$ cat src/rtl/booth_seq_multiplier.sv
// Sequential radix-2 Booth multiplier, 8x8 signed -> 16-bit signed product.
// The add/subtract step is done by an external 8-bit ripple-carry unit. This
// block drives that unit's operands and control, and it captures the unit's
// sum and carry. One Booth iteration takes an ADD cycle and a SHIFT cycle.
module booth_seq_multiplier (
  input  logic        clk,
  input  logic        rst,
  input  logic        start,
  input  logic [7:0]  x,
  input  logic [7:0]  y,
  output logic        busy,
  output logic        done,
  output logic [15:0] product,
  output logic [7:0]  adder_a,
  output logic [7:0]  adder_b,
  output logic        adder_cin,
  output logic        adder_enable,
  input  logic [7:0]  adder_sum,
  input  logic        adder_cout
);

  typedef enum logic [1:0] {IDLE, ADD, SHIFT, DONE} state_t;

  state_t      state;
  state_t      next_state;
  logic [7:0]  a_reg;
  logic        a_ext;
  logic [7:0]  q_reg;
  logic        q_1;
  logic [7:0]  m_reg;
  logic [2:0]  cnt;
  logic [1:0]  booth_bits;

  assign booth_bits = {q_reg[0], q_1};
  assign adder_a    = a_reg;
  assign adder_b    = m_reg;

  // State register
  always_ff @(posedge clk) begin
    if (rst) state <= IDLE;
    else     state <= next_state;
  end

  // Next-state logic: 8 ADD/SHIFT pairs, then a single DONE cycle
  always_comb begin
    next_state = state;
    case (state)
      IDLE:    if (start) next_state = ADD;
      ADD:     next_state = SHIFT;
      SHIFT:   next_state = (cnt == 3'd7) ? DONE : ADD;
      DONE:    next_state = IDLE;
      default: next_state = IDLE;
    endcase
  end

  // Output decode: status flags and adder control from the Booth bit pair
  always_comb begin
    busy         = (state != IDLE);
    done         = (state == DONE);
    adder_enable = 1'b0;
    adder_cin    = 1'b0;
    if (state == ADD) begin
      adder_enable = (booth_bits == 2'b01) || (booth_bits == 2'b10);
      adder_cin    = (booth_bits == 2'b10);
    end
  end

  // Datapath: operand load, accumulate, arithmetic shift, product capture.
  // The 9th accumulator bit is a7 ^ b_eff7 ^ cout, where b_eff7 = M[7] ^ cin.
  always_ff @(posedge clk) begin
    if (rst) begin
      a_reg   <= 8'd0;
      a_ext   <= 1'b0;
      q_reg   <= 8'd0;
      q_1     <= 1'b0;
      m_reg   <= 8'd0;
      cnt     <= 3'd0;
      product <= 16'd0;
    end else begin
      case (state)
        IDLE: begin
          if (start) begin
            m_reg <= x;
            q_reg <= y;
            a_reg <= 8'd0;
            a_ext <= 1'b0;
            q_1   <= 1'b0;
            cnt   <= 3'd0;
          end
        end
        ADD: begin
          if (adder_enable) begin
            a_reg <= adder_sum;
            a_ext <= a_reg[7] ^ m_reg[7] ^ adder_cin ^ adder_cout;
          end
        end
        SHIFT: begin
          a_reg <= {a_ext, a_reg[7:1]};
          q_reg <= {a_reg[0], q_reg[7:1]};
          q_1   <= q_reg[0];
          cnt   <= cnt + 3'd1;
          if (cnt == 3'd7) product <= {a_ext, a_reg, q_reg[7:1]};
        end
        default: ;
      endcase
    end
  end

endmodule

$ cat config.mk
export PLATFORM = sky130hd
export DESIGN_NAME = booth_seq_multiplier
export DESIGN_NICKNAME = d
export VERILOG_FILES = /design/src/rtl/booth_seq_multiplier.sv
export SDC_FILE = /design/constraint.sdc
export NUM_CORES = 1
export LEC_CHECK = 0
export CAP_MARGIN = 20
export CORE_MARGIN = 1.5
export CORE_UTILIZATION = 50
export CTS_BUF_LIST = sky130_fd_sc_hd__clkbuf_4 sky130_fd_sc_hd__clkbuf_8
export CTS_CLUSTER_SIZE = 8
export DETAILED_ROUTE_END_ITERATION = 8
export PLACE_DENSITY = 0.95
export SYNTH_ARGS = -nofsm -noshare
export SYNTH_HDL_FRONTEND = slang
export SYNTH_SLANG_ARGS = --single-unit
$ cat constraint.sdc
create_clock -name clk -period 4.45 [get_ports clk]
set_input_delay 0.445 -clock clk [delete_from_list [all_inputs] [get_ports clk]]
set_output_delay 0.445 -clock clk [all_outputs]
set_load 0.005 [all_outputs]
==> impl_metrics.toml <==
[final_layout]
fin_nets = 333
antenna_cells = 0
final_cell_mix = "63 x clkdlybuf4s50_1, 54 x nand2_1, 47 x dfxtp_1"
largest_reg_flops = 16
regMostFlops = "product"
final_common_cell = "clkdlybuf4s50_1"
drive_above_1_share = 0.04746
stdcell_count = 345
syn_to_final_growth_pct = 34.86

[sta]
fin_setup_tns_ps = 0
clock.fmax_mhz = 418.0
skew_ps = 5.921
maxSlewViolCount = 0
period_share = 0.5376
rsz0062_at_grt = "no"
relSlewSlack = 0.3485
fin_crit_ps = 2392
finalSetupViolations = 0
hold_viol = 0
worst_slew_pin_slew_ps = 977.3

[critical_path]
cp.depth = 4
rrSetupSlack_ps = 2110
critPathMaxStageDelay_ps = 510
start_kind = "register"
endpoint = "adder_enable"
rr_startpoint = "state[0]"
startpoint = "state[1]"
critPathArrivalTime_ps = 1950
cp_cell_sequence = "inv_1 > ha_1 > nor2b_1 > clkdlybuf4s50_1"
worst-path-max-fanout = 11
cp.required_ps = 4010
path_buf_inv = 2
cp-end-kind = "output port"
cp_slowest_cell = "clkdlybuf4s50_1"
critPathTopFamily = "buffers and inverters"
reg2reg_to = "state[1]"
worst-setup-path-type = "register to output port"
r2r.worst_path.cells = 5

[min_path]
worstHoldStart = "adder_b[3]"
hold_class = "register to register"

[clocking]
cts_max_path_buffers = 2
path_clk_slew_ps = 90
cts_sinks = 47
h-tree-depth = 2
cts-root-buf = "clkbuf_8"
cts.hold.buffers_added = 0
cts_made_buffers = 5
clk_latency_ps = 300
cts_tree = "done"
cts_setup_buffers = 0
cts-resized-gates = 0

[grt]
grt_max_degree = 48
antenna_found_initial = 0
grt_pass1_vias = 1765
grt_pass1_wl_microns = 7797
grt_usage = 0.2274
grt_overflow = 0

[status]
outcome = "completed"

[power_and_ir_drop]
ir_drop_uv = 199.9
switchingPower_uw = 294.6
power_density_nw_per_um2 = 348.9
p_leak_nw = 0.9783
p_int_uw = 668.0
power_frac_seq = 0.494
p_clk_frac = 0.257
pwr-share-comb = 0.249
p_sw_frac = 0.3060

[placement]
port_buffers = 63
hpwl_microns = 3429
gp_congestion = 0.8070
dp.cells = 338

[yosys]
synth_top_area_cell = "dfxtp_1"
avgSynthCellArea_sq_um = 8.524
synth-warning-count = 0
ys_types = 30
synth_nets = 278
synth_area_leaders = "dfxtp_1 46%, nand2_1 9.9%, a21oi_1 8.6%, ha_1 6.1%, nand3_1 4.4%"
synth_cells = 240
synth_top_area_share = 0.4599
synthArstFlopShare = 0
syn-cell-area_sq_um = 2046
ys_seq_area_frac = 0.4599
synth_edf_count = 0
synth_top_flop_cell = "dfxtp_1"
synth.ff_latch_count = 47

[detailed_routing]
ant_nets = 0
drt_wl_total_microns = 4805
wl_per_cell_microns = 13.93
num_vias = 1899
via_per_inst = 5.504
drt-pass1-iter-count = 4
drc = 0
dr.first_iter.drc_count = 232

[floorplan]
initial_utilization = 0.5151
num_io_pins = 64
placement_rows = 23
die_w_microns = 66.97
die_area_sq_um = 4484
die_h_microns = 66.97
core_sq_um = 3971

[job]
maxCapViolations = 0
==> power groups by stage <==
stage	clock, mW	sequential [mW]	combinational, mW
finish	0.248	0.475	0.240
global route	0.269	0.479	0.260
CTS	0.250	0.475	0.239
detailed placement	0	0.485	0.237
global placement	0	0.484	0.228
floorplan	0	0.480	0.155
==> worst min-delay path by stage <==
stage / to / slack [ps] / cells after the start
after floorplan: q_1 / 430 / 2
after global placement: q_1 / 440 / 2
after detailed placement: adder_b[3] / 450 / 2
after CTS: adder_b[3] / 460 / 2
after global routing: adder_b[5] / 480 / 2
final: adder_b[3] / 450 / 2
==> metal layers <==
metal | part of all wire | global-route usage
met1 | 0.44 | 0.2725
met5 | 0 | 0
met4 | 0.013 | 0.07653
met3 | 0.047 | 0.04730
met2 | 0.50 | 0.4013
==> per-stage QoR <==
stage	power (mW)	utilization	hold WS [ps]	cell area, sq um	setup slack, ps
detailed placement	0.7222	0.6739	445.6	2676	2142
floorplan	0.6350	-	431.9	2046	2858
finish	0.9625	0.6947	454.5	2759	2058
CTS	0.9640	0.6947	456.9	2759	2066
global route	1.008	0.6947	477.7	2759	1939
global placement	0.7127	0.6739	440.1	2676	2248
==> area by class of cell <==
cell class	instances	area [sq um]
clock buffers	5	68.82
clock inverters	2	13.76
fillers	334	1212
inverters	4	15.01
multi-input cells	173	1020
flip-flops and latches	47	940.9
well taps	50	62.56
repair buffers	64	638.1
==> logic make-up after synthesis <==
logic type,after synthesis,synth area share
buffers and inverters,20,0.04159
adders and majority gates,10,0.06116
AOI/OAI and AO/OA,58,0.1774
muxes,8,0.03915
and+or+nand+nor,94,0.2079
DFF,47,0.4599
xor gates and xnor gates,3,0.01285
==> Yosys cell counts, types with 2 or more instances <==
| master | instances |
|---|---|
| a211oi_1 | 9 |
| a21oi_1 | 35 |
| a22o_1 | 7 |
| a32oi_1 | 2 |
| and2_1 | 2 |
| buf_1 | 3 |
| buf_2 | 5 |
| clkbuf_1 | 7 |
| dfxtp_1 | 47 |
| ha_1 | 10 |
| inv_1 | 4 |
| mux2i_1 | 8 |
| nand2_1 | 54 |
| nand3_1 | 18 |
| nand3b_1 | 2 |
| nor2_1 | 11 |
| o21ai_1 | 2 |
| xor2_1 | 2 |
==> worst register-to-register path, stage by stage, from the launching register on <==
cell and delay, ps:
dfxtp_1 360, inv_1 160, ha_1 830, and2_1 620
o21ai_1 150, a21oi_1 160
(Power assumes the default switching activity.)
